File: src/rtl/ppc_sched.sv
// ppc_sched: round-robin front end that shares one pipelined 32x8 prefix unit among NREQ requesters.
// Each issued vector carries its {id, seq} tag through the ppc sideband, which is checked against a local copy on return.
module ppc_sched #(
    parameter int NREQ     = 4,
    parameter int PIPE_LAT = 6,
    parameter int MAX_OUT  = 3
) (
    input  logic                clk,
    input  logic                rst,
    input  logic [NREQ-1:0]     req_valid,
    input  logic [NREQ*256-1:0] req_data,
    output logic [NREQ-1:0]     req_ready,
    input  logic                hold,
    output logic [255:0]        pp_x,
    output logic [31:0]         pp_a,
    output logic [31:0]         pp_b,
    input  logic [255:0]        pp_y,
    input  logic [31:0]         pp_c,
    input  logic [31:0]         pp_d,
    output logic [NREQ-1:0]     rsp_valid,
    output logic [255:0]        rsp_data,
    output logic                busy,
    output logic                err
);
    localparam int IW = (NREQ > 1) ? $clog2(NREQ) : 1;
    localparam int CW = $clog2(MAX_OUT + 1);
    localparam int TL = PIPE_LAT - 1;

    logic [IW-1:0]   ptr;
    logic [CW-1:0]   cnt     [NREQ];
    logic [31:0]     seq;
    logic            iss_v;
    logic [2:0]      iss_id;
    logic            trk_v   [PIPE_LAT];
    logic [2:0]      trk_id  [PIPE_LAT];
    logic [31:0]     trk_seq [PIPE_LAT];

    logic [NREQ-1:0] elig;
    logic            xfer;
    logic [IW-1:0]   gnt;
    logic [2:0]      gnt_id;
    logic [NREQ-1:0] cnt_inc;
    logic [NREQ-1:0] cnt_dec;
    logic            tag_bad;

    // Handshake: requester i hands over req_data[i] in any cycle where req_valid[i] & req_ready[i];
    // req_ready is combinational, at most one bit high, and never depends on the transfer it enables.
    always_comb begin
        elig = '0;
        for (int i = 0; i < NREQ; i++)
            elig[i] = req_valid[i] & ~hold & (cnt[i] < CW'(MAX_OUT));
    end

    // Search starts one past the last winner so every requester gets a turn.
    always_comb begin
        xfer      = 1'b0;
        gnt       = '0;
        req_ready = '0;
        for (int k = 1; k <= NREQ; k++) begin
            if (!xfer && elig[(int'(ptr) + k) % NREQ]) begin
                xfer = 1'b1;
                gnt  = IW'((int'(ptr) + k) % NREQ);
            end
        end
        if (xfer)
            req_ready[gnt] = 1'b1;
    end

    assign gnt_id = 3'(gnt);
    assign pp_a   = {iss_v, 28'b0, iss_id};

    always_ff @(posedge clk or negedge rst) begin
        if (!rst) begin
            ptr    <= IW'(NREQ - 1);
            seq    <= '0;
            iss_v  <= 1'b0;
            iss_id <= '0;
            pp_x   <= '0;
            pp_b   <= '0;
        end else if (xfer) begin
            ptr    <= gnt;
            seq    <= seq + 32'd1;
            iss_v  <= 1'b1;
            iss_id <= gnt_id;
            pp_x   <= req_data[int'(gnt)*256 +: 256];
            pp_b   <= seq;
        end else begin
            iss_v  <= 1'b0;
            iss_id <= '0;
            pp_x   <= '0;
            pp_b   <= '0;
        end
    end

    // Tag copy enters one edge after the issue register so the tail lines up with pp_y/pp_c/pp_d.
    always_ff @(posedge clk or negedge rst) begin
        if (!rst) begin
            for (int k = 0; k < PIPE_LAT; k++) begin
                trk_v[k]   <= 1'b0;
                trk_id[k]  <= '0;
                trk_seq[k] <= '0;
            end
        end else begin
            trk_v[0]   <= iss_v;
            trk_id[0]  <= iss_id;
            trk_seq[0] <= pp_b;
            for (int k = 1; k < PIPE_LAT; k++) begin
                trk_v[k]   <= trk_v[k-1];
                trk_id[k]  <= trk_id[k-1];
                trk_seq[k] <= trk_seq[k-1];
            end
        end
    end

    always_comb begin
        cnt_inc = '0;
        cnt_dec = '0;
        for (int i = 0; i < NREQ; i++) begin
            cnt_inc[i] = xfer && (gnt == IW'(i));
            cnt_dec[i] = trk_v[TL] && (trk_id[TL] == 3'(i));
        end
    end

    assign tag_bad = trk_v[TL] &&
                     ((pp_c != {1'b1, 28'b0, trk_id[TL]}) || (pp_d != trk_seq[TL]));

    always_ff @(posedge clk or negedge rst) begin
        if (!rst) begin
            rsp_valid <= '0;
            rsp_data  <= '0;
            err       <= 1'b0;
        end else begin
            rsp_valid <= cnt_dec;
            if (trk_v[TL])
                rsp_data <= pp_y;
            if (tag_bad)
                err <= 1'b1;
        end
    end

    always_ff @(posedge clk or negedge rst) begin
        if (!rst) begin
            for (int i = 0; i < NREQ; i++)
                cnt[i] <= '0;
        end else begin
            for (int i = 0; i < NREQ; i++) begin
                if (cnt_inc[i] && !cnt_dec[i] && (cnt[i] != CW'(MAX_OUT)))
                    cnt[i] <= cnt[i] + 1'b1;
                else if (cnt_dec[i] && !cnt_inc[i] && (cnt[i] != '0))
                    cnt[i] <= cnt[i] - 1'b1;
            end
        end
    end

    always_comb begin
        busy = iss_v;
        for (int k = 0; k < PIPE_LAT; k++)
            busy = busy | trk_v[k];
    end

endmodule

File: config.mk
export PLATFORM = sky130hd
export DESIGN_NAME = ppc_sched
export DESIGN_NICKNAME = d
export VERILOG_FILES = /design/src/rtl/ppc_sched.sv
export SDC_FILE = /design/constraint.sdc
export NUM_CORES = 1
export LEC_CHECK = 0
export CAP_MARGIN = 10
export CORE_AREA = 2 2 762 764
export DETAILED_ROUTE_END_ITERATION = 7
export DIE_AREA = 0 0 764 766
export GPL_TIMING_DRIVEN = 0
export SLEW_MARGIN = 40
export SYNTH_ARGS = -nofsm -noshare
export SYNTH_HDL_FRONTEND = slang
export SYNTH_SLANG_ARGS = --single-unit
File: constraint.sdc
create_clock -name clk -period 2.7 [get_ports clk]
set_input_delay 0.405 -clock clk [delete_from_list [all_inputs] [get_ports clk]]
set_output_delay 0.405 -clock clk [all_outputs]
set_load 0.1 [all_outputs]
After elaboration in Yosys (flattened, before gate mapping)
Cells that the tools add are included.
W data, S select, Z words.
{"block": "totals", "latchBits": 0, "word_cells": 176, "register_bits": 811, "romBits": 0, "inputBits": 1351, "n_memories": 0, "ramBits": 0, "out_inout_bits": 586}
{"block": "op_classes", "mux": 35, "n_div": 0, "n_addsub": 13, "eq_ne": 12, "reduce_logical": 55, "mul": 0, "n_bitwise": 19, "shifts": 1, "magnitude_cmp": 10}
{"cell": "$shiftx A1024 B11 Y256", "count": 1}
{"cell": "$mux W256", "count": 1}
{"cell": "$ne A32 B32 Y1", "count": 2}
{"cell": "$add A32 B1 Y32 const B", "count": 1}
{"cell": "$mux W32", "count": 1}
{"cell": "$logic_and A1 B1 Y1", "count": 29}
{"cell": "$mux W2", "count": 13}
{"cell": "$lt A3 B4 Y1 const B", "count": 4}
{"cell": "$reduce_bool A2 Y1", "count": 8}
{"cell": "$mux W1", "count": 14}
{"cell": "$add A2 B1 Y2 const B", "count": 6}
{"cell": "$logic_not A1 Y1", "count": 11}
{"cell": "$and A1 B1 Y1", "count": 8}
{"cell": "$bmux W1 S2", "count": 4}
{"cell": "$lt A2 B2 Y1 const B", "count": 4}
{"cell": "$ne A2 B2 Y1 const B", "count": 4}
{"cell": "$reduce_or A2 Y1", "count": 4}
{"cell": "$sub A2 B1 Y2 const B", "count": 4}
{"cell": "$eq A3 B2 Y1 const B", "count": 2}
{"cell": "$or A1 B1 Y1", "count": 6}
{"cell": "$add A2 B2 Y2 const B", "count": 2}
{"cell": "$and A1 B1 Y1 const A", "count": 4}
{"cell": "$eq A2 B2 Y1 const B", "count": 2}
{"cell": "$mux W4", "count": 1}
{"cell": "9 further kinds", "count": 9}

Longest topological paths before layout
{"block": "depth", "ltp_word": 23, "depth_mapped": 10, "mapped_depth_nobuf": 7}

Worst setup path before layout
No wires, ideal clock.
{"block": "synth_timing", "path_kind": "reg-to-reg", "start": "reg cnt[0] (netlist bit)", "end": "reg cnt[0] (netlist bit)", "path_slack_ns": -0.729, "t_required_ns": 2.611, "path_stages_with_launch": 8, "arrival_time_ns": 3.341, "synth_period_minus_slack_ns": 3.429, "path_buffers": 1, "setup_ns": 0.089, "cell_sequence": "dfrtp_1 > and2_4 > nor4b_4 > o41ai_4 > buf_4 > a21oi_1 > a21oi_1 > a22oi_1"}
{"block": "synth_between", "elab_chain_len": 21}
{"item": "start: declaration", "line": "30", "text": "logic [CW-1:0] cnt [NREQ];"}
{"item": "start signal: indexed assignment", "line": "148", "text": "cnt[i] <= cnt[i] + 1'b1;"}
{"item": "start signal: indexed assignment", "line": "150", "text": "cnt[i] <= cnt[i] - 1'b1;"}
{"item": "$lt A2 B2 Y1", "line": "51", "text": "elig[i] = req_valid[i] & ~hold & (cnt[i] < CW'(MAX_OUT));"}
{"item": "$and A1 B1 Y1", "line": "51"}
{"item": "$bmux W1 S2", "line": "60", "text": "if (!xfer && elig[(int'(ptr) + k) % NREQ]) begin"}
{"item": "$mux W1 (implied by the code) (2 in a row)", "line": "60"}
{"item": "$mux W1", "line": "60"}
{"item": "$logic_not A1 Y1", "line": "60"}
{"item": "$logic_and A1 B1 Y1", "line": "60"}
{"item": "$mux W1", "line": "60"}
{"item": "(+3 left out)"}
{"item": "$logic_not A1 Y1", "line": "60"}
{"item": "$logic_and A1 B1 Y1", "line": "60"}
{"item": "$mux W2", "line": "60"}
{"item": "$eq A2 B2 Y1", "line": "119", "text": "cnt_inc[i] = xfer && (gnt == IW'(i));"}
{"item": "$logic_and A1 B1 Y1", "line": "119"}
{"item": "$logic_not A1 Y1", "line": "149", "text": "else if (cnt_dec[i] && !cnt_inc[i] && (cnt[i] != '0))"}
{"item": "$logic_and A1 B1 Y1 (2 in a row)", "line": "149"}
{"item": "$reduce_bool A2 Y1 (no source line)"}
Parallel ways exist; a longest one is shown, timed or not. The select of a mux whose other input is x is not followed.
A chain may end at the register's enable or synchronous reset.

Worst setup path in the final report
{"block": "layout_timing", "start": "reg ptr[1]", "end": "reg pp_x[70]"}
{"block": "layout_between", "elab_chain_len": 16}
{"item": "start: declaration", "line": "29", "text": "logic [IW-1:0] ptr;"}
{"item": "start signal: assignment", "line": "74", "text": "ptr <= IW'(NREQ - 1);"}
{"item": "start signal: assignment", "line": "81", "text": "ptr <= gnt;"}
{"item": "$add A2 B1 Y2", "line": "60, 62"}
{"item": "$bmux W1 S2", "line": "60"}
{"item": "$mux W1 (implied by the code) (2 in a row)", "line": "60"}
{"item": "$mux W1", "line": "60"}
{"item": "$logic_not A1 Y1", "line": "60"}
{"item": "$logic_and A1 B1 Y1", "line": "60"}
{"item": "$mux W1", "line": "60"}
{"item": "$logic_not A1 Y1", "line": "60"}
{"item": "$logic_and A1 B1 Y1", "line": "60"}
{"item": "$mux W1", "line": "60"}
{"item": "$logic_not A1 Y1", "line": "60"}
{"item": "$logic_and A1 B1 Y1", "line": "60"}
{"item": "$mux W2", "line": "60"}
{"item": "$shiftx A1024 B11 Y256", "line": "85", "text": "pp_x <= req_data[int'(gnt)*256 +: 256];"}
{"item": "$mux W256 (*)", "line": "80", "text": "end else if (xfer) begin"}
{"item": "end signal: assignment", "line": "85"}
{"item": "end: declaration", "line": "14", "text": "output logic [255:0] pp_x,"}
Every way passes the cells marked *; elsewhere a longest branch is shown, timed or not. The select of a mux whose other input is x is not followed.

==> Implementation_results.wiki <==
{| class="wikitable"
! Metric !! Value
|-
| Net count of the finished layout || 6,650
|-
| Final setup fails || 262
|-
| Num rows || 279
|-
| Cells on worst reg2reg path || 16
|-
| Count of unique library cells instantiated by Yosys || 52
|-
| DR iter-0 viols || 3,092
|-
| Via total after detailed routing || 39.2k
|-
| Clock-pin transition on the worst setup and hold timing paths || 0.07 ns
|-
| Worst reg2reg startpoint || ptr[1]$_DFFE_PN1P_
|-
| Root buffer cell || clkbuf_16
|-
| Critical path fanouts, max || 5
|-
| Synth Register Bits || 804
|-
| Total CTS buffers || 110
|-
| Worst reg2reg setup slack || -0.84 ns
|-
| Count of flip-flops with a built-in enable after synthesis || 0
|-
| Number of sinks driven by the clock tree || 804
|-
| Aggregate global routing overflow || 0
|-
| Maximum clock rate || 0.283 GHz
|-
| Final std cell area, no fill || 77,500 µm²
|-
| Fraction of registers with async set/reset || 100%
|-
| Min cycle time layout || 3.54 ns
|-
| Post-synthesis instance area || 33,900 µm²
|-
| Net Sw Frac || 58.2%
|-
| Yosys Warn Count || 0
|-
| Filler cells || 65.0k
|-
| Critical path capture point type || register
|-
| CP Cell Sequence || nor4b_4 > buf_6 > a221oi_4 > buf_6 > buf_12 > buf_8 > and2_4 > buf_12 > clkinv_16 > buf_12 > buf_16 > buf_12 > buf_12 > buf_12 > nand2_8 > a311oi_4
|-
| Worst-skew pair later-pin latency || 0.91 ns
|-
| Critical Path Max Stage Delay || 0.58 ns
|-
| Die height || 766 µm
|-
| Via count of the first global-routing pass || 37.7k
|-
| Length of routed wiring on met1 || 188,000 µm
|-
| Worst hold slack || 0.110 ns
|-
| Setup repair after global routing missed its margin || true
|-
| Top library cells by usage in the layout, fill and taps aside || clkdlybuf4s50_1 (1,349), dfrtp_1 (799), buf_2 (560)
|-
| Maximum number of pins on one net before global-route repair || 118
|-
| Die area || 585,000 µm²
|-
| Internal Power || 45.0 mW
|-
| Initial antenna violation count || 501
|-
| Total net switching power || 62.7 mW
|-
| Violated checks || setup timing
|-
| Post-synthesis instance total || 2,902
|-
| Floorplan core area || 576,000 µm²
|-
| Power per unit of standard cell area || 1390 nW/µm²
|-
| Leakage Power || 29.7 nW
|-
| Count of non-filler cells in the finished layout || 13.4k
|-
| Avg Vias per Cell || 2.92
|-
| Fraction of final layout cells sized beyond drive strength 1 || 41.4%
|-
| CP Launch Type || register
|-
| Syn Area/Cell || 11.7 µm²
|-
| Fraction of power consumed by the clock network || 15.2%
|-
| Finished Core Util || 13.4%
|-
| Crit path launch || ptr[1]$_DFFE_PN1P_
|-
| Prevailing post-synth register cell || dfrtp_1
|-
| Setup WS post-layout || -0.837 ns
|-
| Status || complete, but fails checks
|-
| Total power draw || 108 mW
|-
| HPWL after DPL || 447,000 µm
|-
| Reg-to-reg critical path endpoint || pp_x[70]$_DFF_PN0_
|-
| Max Buffers Root-to-Sink || 4
|-
| Most common library cell in the layout ignoring fill and taps || clkdlybuf4s50_1
|-
| First-pass iteration count of the detailed router || 5
|-
| Die X-Extent || 764 µm
|-
| Fin crit share || 131%
|-
| First-pass GRT wire length || 587,000 µm
|-
| Largest clock skew in the final design || 0.0599 ns
|-
| IO Pins || 1,937
|-
| Post-Route WL || 508,000 µm
|-
| Weighted congestion reported at the end of routability-driven placement || 0.992
|-
| Routed wl met3 || 67,500 µm
|-
| Number of placed cells counting well taps || 12.6k
|-
| Antenna viol nets, final || 0
|-
| Remaining DRCs || 0
|-
| Total count of max-transition violations in the final report || 0
|-
| Slew margin rel. || 33.2%
|-
| Setup CP Type || reg -> reg
|-
| P&R area growth vs syn || 129%
|-
| DR WL met2 || 216,000 µm
|-
| Max layer used || met5
|-
| Data arrival time of the critical path || 4.28 ns
|-
| Routed wire per std cell || 37.9 µm
|-
| Class of the most critical hold timing path || in -> reg
|-
| Slowest cell on the critical path || dfstp_2
|-
| Most prevalent standard cell on the critical path || buf_12
|-
| Final Hold Viols || 0
|-
| Effective utilization at floorplan || 5.88%
|-
| IO buf count || 1,907
|-
| Sequential area share after synthesis || 59.4%
|-
| CP Data Required Time || 3.44 ns
|-
| H-tree levels || 3
|-
| Overall routing resource usage || 16.6%
|-
| Placed standard-cell area || 61,300 µm²
|-
| CTS tree || yes
|-
| VDD IR-drop max || 1.15 mV
|-
| Combinational cell fraction of total power || 68.1%
|-
| Sequential share of power || 16.7%
|-
| Slew at the pin closest to its max-slew limit || 1.00 ns
|-
| Number of max-cap violations || 0
|-
| Timing endpoint of the critical path || pp_x[70]$_DFF_PN0_
|}
-- final cells by class --
cell class	instances	area [µm²]	share of cell area, %
plain buffers	275	2420	3.13
clock buffers	135	2960	3.82
repair buffers	2276	21600	27.9
inverters	14	88.8	0.115
well taps	7727	9670	12.5
repair inverters	1	20.0	0.0258
flip-flops and latches	804	20100	26.0
clock inverters	64	892	1.15
multi-input cells	1816	19000	24.5
diodes	294	736	0.949
-- power groups by stage --
stage	registers (mW)	clock network, mW	logic, mW
2_1_floorplan	41.8	0	10.4
3_3_place_gp	18.5	0	59.6
3_5_place_dp	18.2	0	57.7
4_1_cts	18.1	17.1	70.6
5_1_grt	18.4	17.4	75.6
6_report	18.0	16.3	73.4
-- sequential cells by signal (all words and copies together) (netlist names) --
name / count
rsp_valid: 4
iss_v: 1
ptr: 2
seq: 32
rsp_data: 256
err: 1
trk_id: 12
pp_x: 256
cnt: 8
pp_b: 32
iss_id: 2
trk_seq: 192
trk_v: 6
-- cells by family (layout without fill, tap and decap cells) --
kind of cell    after synthesis  count (layout)  share of synthesized area, %
mux                         256             256                          8.51
xor+xnor                     67              67                          1.73
compound gates              546             546                          13.1
buf+inv                     310            2765                          4.24
flops                       804             804                          59.4
other cells                   1             323                        0.0111
simple gates                917             917                          12.9
fa+ha+maj                     1               1                        0.0369
-- Yosys cell counts, types with 2 or more instances --
cell type / number / area share (%)
a22oi_1: 4 / 0.089
buf_1: 18 / 0.20
inv_1: 11 / 0.12
a221oi_4: 2 / 0.16
nand2b_1: 2 / 0.037
xor2_1: 41 / 1.1
nand4_1: 9 / 0.17
and4_1: 3 / 0.078
buf_6: 2 / 0.066
buf_4: 35 / 0.78
nor4b_1: 3 / 0.078
or2_2: 2 / 0.037
nand3b_1: 3 / 0.066
nor3_2: 3 / 0.089
nand2_1: 537 / 6.0
and3_1: 257 / 4.7
buf_2: 100 / 1.5
nor3_1: 2 / 0.030
dfstp_2: 2 / 0.16
clkbuf_1: 141 / 1.6
a311oi_1: 256 / 6.6
mux2_2: 256 / 8.5
nand3_1: 13 / 0.19
xnor2_1: 26 / 0.67
dfrtp_1: 802 / 59
o21ai_0: 5 / 0.074
and2_1: 33 / 0.61
inv_2: 2 / 0.022
a211oi_1: 257 / 5.7
nor4_1: 17 / 0.31
nor2_1: 22 / 0.24
a21oi_1: 10 / 0.15
or4_1: 4 / 0.089
nor2b_1: 4 / 0.074
-- what timing repair did --
action,CTS,global route
setup endpoints to repair,289,263
pin swaps,400,225
gates resized for setup,1288,426
hold buffers,53,0
endpoints found under the hold margin,320,0
buffers inserted,174,100
cloned,19,12
-- routing by layer --
metal | global-route usage (%) | vias up
met5 | 0 | -
li1 | - | 15600
met2 | 25.5 | 2774
met4 | 8.12 | 264
met1 | 18.6 | 19400
met3 | 8.98 | 1183
-- through the flow --
stage               setup slack, ns  TNS (ns)
global route                 -0.882   -164.69
CTS                          -0.898   -162.62
finish                       -0.837   -144.43
global placement             -40.50         -
detailed placement            -2.55   -534.41
floorplan                   0.00199         0
-- how the worst min path moves through the flow --
stage / start / to / cells past startpoint
after floorplan: rst / cnt[0]$_DFFE_PN0P_ / 0
after global placement: trk_seq[163]$_DFF_PN0_ / trk_seq[131]$_DFF_PN0_ / 0
after detailed placement: rst / rsp_data[181]$_DFFE_PN0P_ / 1
after CTS: pp_y[154] / rsp_data[154]$_DFFE_PN0P_ / 2
after global routing: pp_y[154] / rsp_data[154]$_DFFE_PN0P_ / 2
final: req_data[26] / pp_x[26]$_DFF_PN0_ / 3
-- critical path, delay by kind of cell, from the launching register on --
kind	cells	cell delay [ns]
AOI/OAI and AO/OA	2	0.62
buffers and inverters	11	1.46
DFF	1	0.58
and+or+nand+nor	3	0.58
(Power assumes the default switching activity.)
